<file path="config.mk">
export PLATFORM = sky130hd
export DESIGN_NAME = qpi_flash_arbiter
export DESIGN_NICKNAME = d
export VERILOG_FILES = /design/src/rtl/qpi_flash_pkg.sv /design/src/rtl/qpi_flash_rr_select.sv /design/src/rtl/qpi_flash_arbiter.sv
export SDC_FILE = /design/constraint.sdc
export NUM_CORES = 1
export LEC_CHECK = 0
export ABC_AREA = 1
export CORE_AREA = 2 2 123 125
export DETAILED_ROUTE_END_ITERATION = 10
export DIE_AREA = 0 0 125 127
export PLACE_DENSITY = 0.61
export RECOVER_POWER = 25
export SLEW_MARGIN = 40
export SYNTH_ARGS = -nofsm -noshare
export SYNTH_HDL_FRONTEND = slang
export SYNTH_SLANG_ARGS = --single-unit
</file>
<file path="constraint.sdc">
create_clock -name clk -period 3.45 [get_ports clk]
set_clock_uncertainty 0.05 [all_clocks]
set_input_delay 0.345 -clock clk [delete_from_list [all_inputs] [get_ports clk]]
set_output_delay 0.345 -clock clk [all_outputs]
set_load 0.1 [all_outputs]
</file>
<file path="src/rtl/qpi_flash_pkg.sv">
// rtl/qpi_flash_pkg.sv - shared types and widths for the qpi_flash arbiter slice
//
// Purpose: arbiter FSM state encoding, bus widths and the requester port index.
// Ports:   none (package).

package qpi_flash_pkg;

  localparam int ADDR_W = 24;
  localparam int DATA_W = 8;

  typedef enum logic [2:0] {
    ST_IDLE,
    ST_HIT,
    ST_ISSUE,
    ST_WAIT_BUSY,
    ST_WAIT_DONE,
    ST_PT_ENTER,
    ST_PASS,
    ST_PT_EXIT
  } state_e;

  typedef enum logic {
    PORT_0 = 1'b0,
    PORT_1 = 1'b1
  } port_idx_e;

endpackage

</file>
<file path="src/rtl/qpi_flash_rr_select.sv">
// rtl/qpi_flash_rr_select.sv - two-port priority selector with starvation counter
//
// Purpose: picks port 0 by default; port 1 is forced after STARVE_LIMIT
//          consecutive port-0 grants taken while port 1 was waiting.
// Ports:
//   clk, reset_wait_finished  clock, asynchronous active-high reset
//   req_i[1:0]                port requests (bit n = port n)
//   grant_en_i                the arbitration result is being consumed this cycle
//   grant_idx_o               winning port
//   grant_valid_o             at least one port is requesting

module qpi_flash_rr_select
  import qpi_flash_pkg::*;
#(
  parameter int STARVE_LIMIT = 4
) (
  input  logic       clk,
  input  logic       reset_wait_finished,
  input  logic [1:0] req_i,
  input  logic       grant_en_i,
  output port_idx_e  grant_idx_o,
  output logic       grant_valid_o
);

  localparam logic [3:0] LIMIT = 4'(STARVE_LIMIT);

  logic [3:0] starve_q;
  logic [3:0] starve_d;
  logic       force_port1;

  always_comb begin
    grant_valid_o = |req_i;
    force_port1   = req_i[1] && (!req_i[0] || (starve_q >= LIMIT));
    grant_idx_o   = force_port1 ? PORT_1 : PORT_0;
  end

  always_comb begin
    starve_d = starve_q;
    if (!req_i[1]) begin
      starve_d = 4'd0;
    end else if (grant_en_i && grant_valid_o) begin
      if (grant_idx_o == PORT_1) begin
        starve_d = 4'd0;
      end else if (starve_q != 4'hF) begin
        starve_d = starve_q + 4'd1;
      end
    end
  end

  always_ff @(posedge clk or posedge reset_wait_finished) begin
    if (reset_wait_finished) begin
      starve_q <= 4'd0;
    end else begin
      starve_q <= starve_d;
    end
  end

endmodule

</file>
<file path="src/rtl/qpi_flash_arbiter.sv">
// rtl/qpi_flash_arbiter.sv - shares one qpi_flash read engine between two readers and a passthrough
//
// Purpose: arbitrates CPU ROM window (port 0), background copier (port 1) and the
//          host programmer passthrough onto one qpi_flash engine, with a
//          one-entry last-byte cache.
// Ports:
//   clk, reset_wait_finished      clock, asynchronous active-high reset
//   req0_i/addr0_i/ack0_o/data0_o port 0 byte-read handshake
//   req1_i/addr1_i/ack1_o/data1_o port 1 byte-read handshake
//   pt_req_i, pt_gnt_o            passthrough session request / grant
//   flash_ready_i                 engine ready
//   flash_read_o, flash_addr_o    one-cycle read strobe and registered address
//   flash_data_i                  engine read data
//   flash_passthrough_o           engine passthrough enable

module qpi_flash_arbiter
  import qpi_flash_pkg::*;
#(
  parameter int STARVE_LIMIT = 4,
  parameter int BUSY_TIMEOUT = 8
) (
  input  logic              clk,
  input  logic              reset_wait_finished,
  input  logic              req0_i,
  input  logic [ADDR_W-1:0] addr0_i,
  output logic              ack0_o,
  output logic [DATA_W-1:0] data0_o,
  input  logic              req1_i,
  input  logic [ADDR_W-1:0] addr1_i,
  output logic              ack1_o,
  output logic [DATA_W-1:0] data1_o,
  input  logic              pt_req_i,
  output logic              pt_gnt_o,
  input  logic              flash_ready_i,
  output logic              flash_read_o,
  output logic [ADDR_W-1:0] flash_addr_o,
  input  logic [DATA_W-1:0] flash_data_i,
  output logic              flash_passthrough_o
);

  localparam int            TW      = $clog2(BUSY_TIMEOUT + 1);
  localparam logic [TW-1:0] CNT_END = TW'(BUSY_TIMEOUT - 1);

  state_e            state_q, state_d;
  port_idx_e         gnt_q, gnt_d;
  logic [ADDR_W-1:0] flash_addr_q, flash_addr_d;
  logic [TW-1:0]     busy_cnt_q, busy_cnt_d;
  logic              ack0_q, ack0_d, ack1_q, ack1_d;
  logic [DATA_W-1:0] data0_q, data0_d, data1_q, data1_d;
  logic              cache_valid_q, cache_valid_d;
  logic [ADDR_W-1:0] cache_addr_q, cache_addr_d;
  logic [DATA_W-1:0] cache_data_q, cache_data_d;
  logic              flash_read_q, flash_read_d;
  logic              flash_pt_q, flash_pt_d;
  logic              pt_gnt_q, pt_gnt_d;

  port_idx_e         sel_idx;
  logic              sel_valid;
  logic              idle_eval;
  logic              grant_en;
  logic [ADDR_W-1:0] sel_addr;
  logic              cache_hit;

  // Requests are only looked at in IDLE with the engine ready and no ack on
  // the outputs; the ack cycle is a dead cycle so the acked requester can drop
  // its req before it is sampled again.
  assign idle_eval = (state_q == ST_IDLE) && flash_ready_i && !ack0_q && !ack1_q;
  assign grant_en  = idle_eval && !pt_req_i;
  assign sel_addr  = (sel_idx == PORT_1) ? addr1_i : addr0_i;
  assign cache_hit = cache_valid_q && (sel_addr == cache_addr_q);

  qpi_flash_rr_select #(
    .STARVE_LIMIT(STARVE_LIMIT)
  ) u_rr_select (
    .clk                (clk),
    .reset_wait_finished(reset_wait_finished),
    .req_i              ({req1_i, req0_i}),
    .grant_en_i         (grant_en),
    .grant_idx_o        (sel_idx),
    .grant_valid_o      (sel_valid)
  );

  always_comb begin
    state_d       = state_q;
    gnt_d         = gnt_q;
    flash_addr_d  = flash_addr_q;
    busy_cnt_d    = busy_cnt_q;
    ack0_d        = 1'b0;
    ack1_d        = 1'b0;
    data0_d       = data0_q;
    data1_d       = data1_q;
    cache_valid_d = cache_valid_q;
    cache_addr_d  = cache_addr_q;
    cache_data_d  = cache_data_q;

    case (state_q)
      ST_IDLE: begin
        if (idle_eval) begin
          if (pt_req_i) begin
            state_d = ST_PT_ENTER;
          end else if (sel_valid) begin
            gnt_d = sel_idx;
            if (cache_hit) begin
              state_d = ST_HIT;
            end else begin
              state_d      = ST_ISSUE;
              flash_addr_d = sel_addr;
            end
          end
        end
      end
      ST_HIT: begin
        if (gnt_q == PORT_1) begin
          ack1_d  = 1'b1;
          data1_d = cache_data_q;
        end else begin
          ack0_d  = 1'b1;
          data0_d = cache_data_q;
        end
        state_d = ST_IDLE;
      end
      ST_ISSUE: begin
        busy_cnt_d = '0;
        state_d    = ST_WAIT_BUSY;
      end
      ST_WAIT_BUSY: begin
        // An engine that never signals busy is treated as done after the timeout.
        if (!flash_ready_i || (busy_cnt_q == CNT_END)) begin
          state_d = ST_WAIT_DONE;
        end else begin
          busy_cnt_d = busy_cnt_q + 1'b1;
        end
      end
      ST_WAIT_DONE: begin
        if (flash_ready_i) begin
          if (gnt_q == PORT_1) begin
            ack1_d  = 1'b1;
            data1_d = flash_data_i;
          end else begin
            ack0_d  = 1'b1;
            data0_d = flash_data_i;
          end
          cache_valid_d = 1'b1;
          cache_addr_d  = flash_addr_q;
          cache_data_d  = flash_data_i;
          state_d       = ST_IDLE;
        end
      end
      ST_PT_ENTER: state_d = ST_PASS;
      ST_PASS: begin
        if (!pt_req_i) begin
          state_d = ST_PT_EXIT;
        end
      end
      ST_PT_EXIT: begin
        // The programmer may have rewritten the cached byte.
        cache_valid_d = 1'b0;
        state_d       = ST_IDLE;
      end
      default: state_d = ST_IDLE;
    endcase

    // Engine-side controls are registered from the next state so each one
    // lines up with the state it belongs to; passthrough leads pt_gnt on entry
    // and trails it on exit by one cycle.
    flash_read_d = (state_d == ST_ISSUE);
    flash_pt_d   = (state_d == ST_PT_ENTER) || (state_d == ST_PASS) || (state_d == ST_PT_EXIT);
    pt_gnt_d     = (state_d == ST_PASS);
  end

  always_ff @(posedge clk or posedge reset_wait_finished) begin
    if (reset_wait_finished) begin
      state_q       <= ST_IDLE;
      gnt_q         <= PORT_0;
      flash_addr_q  <= '0;
      busy_cnt_q    <= '0;
      ack0_q        <= 1'b0;
      ack1_q        <= 1'b0;
      data0_q       <= '0;
      data1_q       <= '0;
      cache_valid_q <= 1'b0;
      cache_addr_q  <= '0;
      cache_data_q  <= '0;
      flash_read_q  <= 1'b0;
      flash_pt_q    <= 1'b0;
      pt_gnt_q      <= 1'b0;
    end else begin
      state_q       <= state_d;
      gnt_q         <= gnt_d;
      flash_addr_q  <= flash_addr_d;
      busy_cnt_q    <= busy_cnt_d;
      ack0_q        <= ack0_d;
      ack1_q        <= ack1_d;
      data0_q       <= data0_d;
      data1_q       <= data1_d;
      cache_valid_q <= cache_valid_d;
      cache_addr_q  <= cache_addr_d;
      cache_data_q  <= cache_data_d;
      flash_read_q  <= flash_read_d;
      flash_pt_q    <= flash_pt_d;
      pt_gnt_q      <= pt_gnt_d;
    end
  end

  assign ack0_o              = ack0_q;
  assign ack1_o              = ack1_q;
  assign data0_o             = data0_q;
  assign data1_o             = data1_q;
  assign pt_gnt_o            = pt_gnt_q;
  assign flash_read_o        = flash_read_q;
  assign flash_addr_o        = flash_addr_q;
  assign flash_passthrough_o = flash_pt_q;

endmodule

</file>
### Word-level counts from Yosys, hierarchy flattened

Index checks and enable logic that the tools add are counted.
W data, S select, Z words.

| word-level totals | value |
|---|---|
| flip-flop bits (word level) | 90 |
| latch bits | 0 |
| bits in writable memories | 0 |
| bits in read-only memories | 0 |
| word-level logic and storage cells | 104 |
| memories kept | 0 |

| cells by class | value |
|---|---|
| $add $sub $neg | 2 |
| multipliers | 0 |
| div/mod/pow operators | 0 |
| order comparisons | 1 |
| equality and inequality tests | 22 |
| shifts and indexed selects | 0 |
| mux-type cells | 32 |
| bitwise operators | 2 |
| reduce and logical (&&, ||, !) cells | 30 |

Operators by type and width:

| kind | count |
|---|---|
| $mux W8 | 6 |
| $pmux W8 S2 | 2 |
| $eq A24 B24 Y1 | 1 |
| $mux W24 | 1 |
| $eq A3 B3 Y1 const B | 7 |
| $pmux W3 S7 | 1 |
| $mux W4 | 5 |
| $mux W3 | 6 |
| $ne A2 B2 Y1 const B | 6 |
| $reduce_and A4 Y1 | 3 |
| $eq A3 B2 Y1 const B | 3 |
| $add A4 B1 Y4 const B | 2 |
| $pmux W4 S2 | 1 |
| $reduce_and A2 Y1 | 4 |
| $logic_and A1 B1 Y1 | 7 |
| $mux W1 | 6 |
| $pmux W1 S2 | 3 |
| $reduce_bool A2 Y1 | 3 |
| $logic_not A1 Y1 | 5 |
| $reduce_and A5 Y1 | 1 |
| $eq A4 B3 Y1 const B | 1 |
| $ge A4 B3 Y1 const B | 1 |
| $logic_or A1 B1 Y1 | 4 |
| $ne A4 B4 Y1 const B | 1 |
| other kinds (7) | 9 |

### Longest topological paths before layout

Gate-level depths: netlist of run 1.

| logic depth | value |
|---|---|
| depth in word-level cells | 15 |
| depth in mapped cells | 18 |

### Hierarchy

From an unflattened synthesis of run 1, not the netlist that was laid out.

| second synthesis, totals | value |
|---|---|
| cell total of the unflattened synthesis | 560 |
| area, all modules | 4658.2 um2 |

Modules (own cells, without submodules):

| module | instances | cells an instance | area each (um2) | sequential area each (um2) |
|---|---|---|---|---|
| qpi_flash_arbiter | 1 | 534 | 4440.5 | 2152.1 |
| qpi_flash_rr_select | 1 | 26 | 217.7 | 100.1 |

### Worst setup path before layout of run 1

Ideal clock, no wire load.

| timing path | value |
|---|---|
| kind | reg-to-reg |
| start | reg ack1_q (netlist: ack1_o) |
| end | reg gnt_q |
| library setup time | 0.079 ns |
| data arrival time | 2.006 ns |
| path slack | 1.315 ns |
| stages on the path, launching flop included | 6 |
| period minus slack after synthesis | 2.135 ns |
| cell sequence | dfrtp_1 > nor3_1 > nand2_1 > nor3_1 > clkbuf_1 > mux2i_1 |

| between the ends | value |
|---|---|
| cells in the longest elaborated chain, start to end | 3 |

Ends and longest elaborated chain:

| element | line | source |
|---|---|---|
| from (decl) | qpi_flash_arbiter.sv:48 | `logic ack0_q, ack0_d, ack1_q, ack1_d;` |
| from (signal assigned) | qpi_flash_arbiter.sv:193 | `ack1_q <= ack1_d;` |
| $logic_not A1 Y1 | qpi_flash_arbiter.sv:67 | `assign idle_eval = (state_q == ST_IDLE) && flash_ready_i && !ack0_q && !ack1_q;` |
| $logic_and A1 B1 Y1 | qpi_flash_arbiter.sv:67 |  |
| $reduce_and A4 Y1 (no source line) | - |  |
| to (signal assigned) | qpi_flash_arbiter.sv:189 | `gnt_q <= gnt_d;` |
| to (decl) | qpi_flash_arbiter.sv:45 | `port_idx_e gnt_q, gnt_d;` |

Every way passes these cells.
A chain may end at the register's enable or synchronous reset.

### Final worst setup path of run 1

| timing path | value |
|---|---|
| start | in req0_i |
| end | reg flash_addr_q[3] (netlist: flash_addr_o[3]) |

| between the ends | value |
|---|---|
| cells in the longest elaborated chain, start to end | 9 |
| elaborated cells between the ends (all ways) | 10 |
| classes of those cells | eq/ne (1); mux (2); bitwise (1); reduce/logical (6) |

Ends and longest elaborated chain:

| element | line | source |
|---|---|---|
| from (decl) | qpi_flash_arbiter.sv:24 | `input logic req0_i,` |
| $logic_not A1 Y1 | qpi_flash_rr_select.sv:33 | `force_port1 = req_i[1] && (!req_i[0] \|\| (starve_q >= LIMIT));` |
| $logic_or A1 B1 Y1 | qpi_flash_rr_select.sv:33 |  |
| $logic_and A1 B1 Y1 | qpi_flash_rr_select.sv:33 |  |
| $mux W1 | qpi_flash_rr_select.sv:34 | `grant_idx_o = force_port1 ? PORT_1 : PORT_0;` |
| $mux W24 | qpi_flash_arbiter.sv:69 | `assign sel_addr = (sel_idx == PORT_1) ? addr1_i : addr0_i;` |
| $eq A24 B24 Y1 | qpi_flash_arbiter.sv:70 | `assign cache_hit = cache_valid_q && (sel_addr == cache_addr_q);` |
| $logic_and A1 B1 Y1 | qpi_flash_arbiter.sv:70 |  |
| $not A1 Y1 (no source line) | - |  |
| $reduce_and A5 Y1 (no source line) | - |  |
| to (signal assigned) | qpi_flash_arbiter.sv:190 | `flash_addr_q <= flash_addr_d;` |
| to (decl) | qpi_flash_arbiter.sv:46 | `logic [ADDR_W-1:0] flash_addr_q, flash_addr_d;` |

Several ways; a longest one is shown, not always the timed one.

==> impl_metrics.toml, run 1 <==
[outcome]
status = "finished, violations left"
violations = "max-capacitance violations, max-slew violations"

[routing]
postRouteAntennaNets = 0
totalWireLength_mm = 13.7
first_pass_iters = 5
wire_per_inst_um = 15.1
vias = 4389
drcViolationCount = 0
vias_per_cell = 4.83
drtIter0Drc = 365

[synthesis]
synth_nets = 677
async_flop_share = 1.00
avgSynthCellArea_sq_um = 7.72
synth_area_sq_um = 4730
yosysSeqAreaShare = 0.476
synth_edf_count = 0
ys_types = 30
synth_warnings = 0
postSynthCellCount = 613
synth-seq-cells = 90
synth_ff_type = "dfrtp_1"

[cts]
clkLatencyLatePin_ns = 0.35
cts.sinks = 90
cts_resized = 0
cts_max_path_buffers = 2
ctsHtreeMaxLevel = 3
cts_tree = "done"
numCtsBuffers = 9
ctsHoldBuffers = 0
post_cts_buffers = 0
root_buffer = "clkbuf_16"
clk_pin_slew_ns = 0.06

[power]
switching_share = 0.553
irDropWorstVdd_v = 0.000882
comb_power_share = 0.550
p_switching_uw = 3450
power.density_nw_per_um2 = 1030
clkPwrFrac = 0.158
total_power_uw = 6230
seqPwrFrac = 0.293
leakage_uw = 0.00313
p_int_uw = 2790

[timing]
final.setup.tns_ns = 0
fin_crit_ns = 2.38
finalHoldViolCount = 0
tightest_slew_ns = 1.66
worst_slack_ns = 1.07
setup_viol = 0
final.period_utilization = 0.689
rsz0062_at_grt = "no"
slew_headroom = -0.114
max_freq_mhz = 421
maxSlewViolCount = 37

[floorplan]
dieHeight_um = 127
start_util = 0.328
chipWidth_um = 125
die_area_sq_um = 15900
design.core.area_sq_um = 14400
rows = 44
pin_count = 107

[global_route]
grt_pass1_wl_mm = 22.3
grt_usage = 0.177
antenna_found_initial = 0
overflow = 0
grt_pass1_vias = 4389
grt_max_degree = 55

[worst_setup_path]
arrival_ns = 2.59
critical_path.top_delay_family = "simple AND/OR/NAND/NOR gates"
r2r_start = "u_rr_select.starve_q[3]"
crit_top_cell = "nand2_2"
worstSetupStartpointType = "primary input"
crit_start = "req0_i"
rr_worst_depth = 13
cp_max_fo = 18
slowest_stage = "clkdlybuf4s50_1"
cp.buffers_inverters = 3
end_kind = "register"
path_depth = 13
crit_type = "primary input to register"
cp_slowest_stage_delay_ns = 0.51
cp_data_required_time_ns = 3.67
rrSetupSlack_ns = 1.09
cp_cell_sequence = "clkdlybuf4s50_1 -> nand2_2 -> nand2_2 -> buf_4 -> nand2_2 -> nand3_1 -> o21ai_1 -> nor4_4 -> nand3b_4 -> nand2_2 -> buf_4 -> nand2_1 -> o21ai_0"

[placed_design]
place.port_buffers = 106
finalWeightedCongestion = 0.905
pre_cts_slack_ns = 0.731
dpl.hpwl_mm = 10.2

[final_layout]
syn2layout_area_growth_pct = 28.0
fin_util = 0.420
layout-drive-gt1-share = 0.141
antenna_cells = 0
final_net_count = 784
fillers = 1467

[hold_path]
hold_start = "flash_addr_o[16]"
min_path_type = "register to register"
hold_path_depth = 2

[job]
cap_violations = 1
==> per-stage QoR <==
stage,hold slack [ns],area (sq um),instances
final,0.446,6060,908
after global routing,0.472,6060,908
after floorplan,0.403,4730,613
after global placement,0.416,6000,893
after detailed placement,0.431,5770,893
after CTS,0.363,6060,908
==> worst min-delay path, stage by stage, from the launching register on <==
cell,delay [ns]
dfrtp_1,0.36
nand2_1,0.06
nand2_1,0.05
==> synthesized netlist by cell type (all sizes together), types with 2 or more instances <==
master  number  area (sq um)
and3         2          12.5
a31oi        2          12.5
a21oi        3          15.0
nor3         3          15.0
nand2      209           795
nor2        33           131
clkbuf      11          41.3
or2          2          12.5
mux2        16           180
nand4        6          37.5
o21ai       53           265
dfrtp       90          2250
buf         12           104
ha           2          25.0
nand3b       3          35.0
xor2         2          17.5
inv         70           263
mux2i        2          20.0
nand3       88           455
==> layout by cell type, fill, tap and decap left out, types with 3 or more instances in the layout <==
| master | n |
|---|---|
| nor2_2 | 4 |
| inv_1 | 69 |
| clkbuf_1 | 3 |
| nand4_1 | 6 |
| nand3_1 | 85 |
| clkbuf_16 | 9 |
| dfrtp_1 | 90 |
| nand3_2 | 3 |
| nand2_1 | 205 |
| buf_4 | 12 |
| buf_2 | 45 |
| a21oi_1 | 3 |
| mux2_2 | 16 |
| clkdlybuf4s50_1 | 60 |
| o21ai_0 | 51 |
| nand2_2 | 4 |
| nor2_1 | 29 |
==> cell families (layout without fill, tap and decap cells) <==
group                    count (synthesis)  after routing  share of synthesized area
multiplexers                            18             18                     0.0423
XOR/XNOR                                 2              2                    0.00370
flip-flops                              90             90                      0.476
AND/OR/NAND/NOR                        348            348                      0.321
AO/OA/AOI/OAI                           60             60                     0.0653
adder cells (fa/ha/maj)                  2              2                    0.00529
buffers and inverters                   93            204                     0.0862
==> final timing paths <==
path,to
min,flash_addr_o[16]
max reg2reg,flash_addr_o[3]
max in group asynchronous,flash_read_o
min in group asynchronous,data1_o[6]
max,flash_addr_o[3]
min reg2reg,flash_addr_o[16]
==> area by class of cell <==
cell class	instances	area, sq um	share of cell area
Clock buffer	13	250	0.0413
Clock inverter	2	37.5	0.00619
Inverter	70	264	0.0436
Multi-Input combinational cell	430	2080	0.343
Sequential cell	90	2250	0.372
Tap cell	184	230	0.0380
Timing Repair Buffer	119	946	0.156
==> flip-flops by register name (all words and copies together), names as in the netlist <==
name                  count
cache_data_q              8
ack0_o                    1
cache_valid_q             1
data0_o                   8
flash_passthrough_o       1
flash_read_o              1
cache_addr_q             24
flash_addr_o             24
data1_o                   8
state_q                   3
ack1_o                    1
busy_cnt_q                4
gnt_q                     1
pt_gnt_o                  1
u_rr_select.starve_q      4
==> power groups by stage <==
stage,registers [uW],clock network (uW),logic [uW]
floorplan,3540,0,1010
global placement,1830,0,3640
detailed placement,1830,0,3440
CTS,1830,1010,3450
global route,1890,1050,3670
finish,1820,984,3430
==> metal layers <==
layer  wire length, um  track usage  vias to the layer above
li1                  -            -                     2179
met1              5940        0.221                     2053
met2              6590        0.296                      144
met3               997       0.0561                       13
met4               196       0.0510                        0
met5                 0            0                        -
No activity file was read; power rests on OpenSTA's default activity.
==> run 2: changes to the inputs <==
==> constraint.sdc (replaced) <==
create_clock -name clk -period 2.4 [get_ports clk]
set_clock_uncertainty 0.05 [all_clocks]
set_input_delay 0.24 -clock clk [delete_from_list [all_inputs] [get_ports clk]]
set_output_delay 0.24 -clock clk [all_outputs]
set_load 0.1 [all_outputs]
==> run 2 against run 1 <==
Net effect: die area unchanged; the flow now finishes without violations; register-to-register slack got worse by 0.93 ns; sequential share of layout area decreased by 2.2 points; core utilization grew 2.7 points; clock-buffer cell count down 2; non-clock buffer count is 24 higher; largest power group unchanged; routed wire length up 2.6%; setup slack worse by 0.91 ns; flip-flop and latch count stayed put; sequential power is 46% higher; power is 49% higher; critical path type is now register to register.
==> impl_metrics.toml, run 2 (synthesis gave the netlist of run 1 again) <==
[outcome]
status = "finished clean"

[worst_setup_path]
end_kind = "register"
worstSetupStartpointType = "register"
cp_data_required_time_ns = 2.57
cp_max_fo = 13
rr_worst_depth = 13
rrSetupSlack_ns = 0.16
crit_type = "register to register"
r2r_start = "u_rr_select.starve_q[3]"
worstReg2RegEnd = "flash_addr_o[12]"
arrival_ns = 2.41

[floorplan]
chipWidth_um = 125
pin_count = 107
rows = 44
dieHeight_um = 127
start_util = 0.328
design.core.area_sq_um = 14400
die_area_sq_um = 15900

[cts]
root_buffer = "clkbuf_16"
cts_tree = "done"
cts_max_path_buffers = 2
cts.sinks = 90
numCtsBuffers = 9
ctsHtreeMaxLevel = 3
ctsHoldBuffers = 0
clk_pin_slew_ns = 0.06
clkLatencyLatePin_ns = 0.34

[routing]
first_pass_iters = 5
vias = 4529
drtIter0Drc = 387
postRouteAntennaNets = 0
totalWireLength_mm = 14.1
drcViolationCount = 0
vias_per_cell = 4.86
wire_per_inst_um = 15.1

[power]
leakage_uw = 0.00331
irDropWorstVdd_v = 0.00131
comb_power_share = 0.562
total_power_uw = 9260
p_switching_uw = 4990
p_int_uw = 4280
switching_share = 0.538
clkPwrFrac = 0.152
power.density_nw_per_um2 = 1440
seqPwrFrac = 0.286

[global_route]
antenna_found_initial = 0
grt_usage = 0.178
overflow = 0
use_met2 = 0.295
use_met1 = 0.239
grt-busiest-layer = "met2"
grt_pass1_vias = 4466
grt_max_degree = 51
grt_pass1_wl_mm = 23.1
met3_usage = 0.0419

[timing]
max_freq_mhz = 447
rsz0062_at_grt = "yes"
final.period_utilization = 0.932
final.setup.tns_ns = 0
fin_crit_ns = 2.24
slew_headroom = 0.172
setup_viol = 0
maxSlewViolCount = 0
tightest_slew_ns = 1.24
finalHoldViolCount = 0

[final_layout]
final_cell_mix = "nand2_1, dfrtp_1, nand3_1"
antenna_cells = 0
final_cells = 932
mostFrequentLayoutCell = "nand2_1"
final_net_count = 808
layout-drive-gt1-share = 0.183
syn2layout_area_growth_pct = 36.3

[hold_path]
min_path_type = "primary input to asynchronous set/reset pin"

[job]
cap_violations = 0

[placed_design]
finalWeightedCongestion = 0.885
dpl.hpwl_mm = 10.3
dp.cells = 916
place.port_buffers = 106
-- run 2: cell type report --
class                      instances  area (sq um)
multi-input combinational        430          2130
timing repair buffer             143          1280
tap                              184           230
inverter                          70           264
fill                            1485          7970
clock inverter                     4          52.6
sequential                        90          2250
clock buffer                      11           243
-- run 2: worst max path at each step --
stage / start / endpoint / cells past startpoint
after global routing: u_rr_select.starve_q[3] / flash_read_o / 12
final: u_rr_select.starve_q[3] / flash_addr_o[12] / 13
after detailed placement: req0_i / flash_addr_o[13] / 13
after floorplan: ack1_o / gnt_q / 5
after global placement: req0_i / flash_addr_o[4] / 14
after CTS: u_rr_select.starve_q[3] / flash_addr_o[13] / 14
-- run 2: power groups by stage --
stage | logic, uW | clock network [uW] | registers (uW)
final | 5210 | 1410 | 2650
after global routing | 5540 | 1510 | 2740
after CTS | 5220 | 1440 | 2650
after detailed placement | 5210 | 0 | 2650
after global placement | 5160 | 0 | 2640
after floorplan | 1450 | 0 | 5090
-- run 2: metal layers --
metal  share of wire  vias to the layer above
met5               0                        -
met4           0.011                        0
met3           0.061                       11
met2            0.48                      144
met1            0.45                     2147
li1                -                     2227
-- run 2: repair_timing --
| action | in CTS | in global routing |
|---|---|---|
| gates resized for setup | 0 | 13 |
| endpoints found under the hold margin | 0 | 0 |
| setup endpoints to repair | 0 | 26 |
| buffers inserted | 0 | 0 |
-- run 2: critical path: stages (launching register included) --
cell	delay, ns
dfrtp_1	0.36
nor2_2	0.05
nand2_2	0.12
nand2_4	0.10
buf_12	0.17
nand2_1	0.10
nand2_1	0.08
nand2_1	0.10
nand4_1	0.17
nor4_4	0.34
nand3b_4	0.13
buf_4	0.20
nand3_1	0.08
nand2_1	0.07
-- run 2: through the flow --
step	hold slack (ns)	cell area, sq um	setup slack [ns]	util
2_1_floorplan	0.351	4740	0.265	-
3_3_place_gp	0.417	6110	-0.132	0.424
3_5_place_dp	0.423	6110	-0.154	0.424
4_1_cts	0.192	6410	0.0831	0.444
5_1_grt	0.401	6450	-0.00708	0.447
6_report	0.349	6450	0.164	0.447
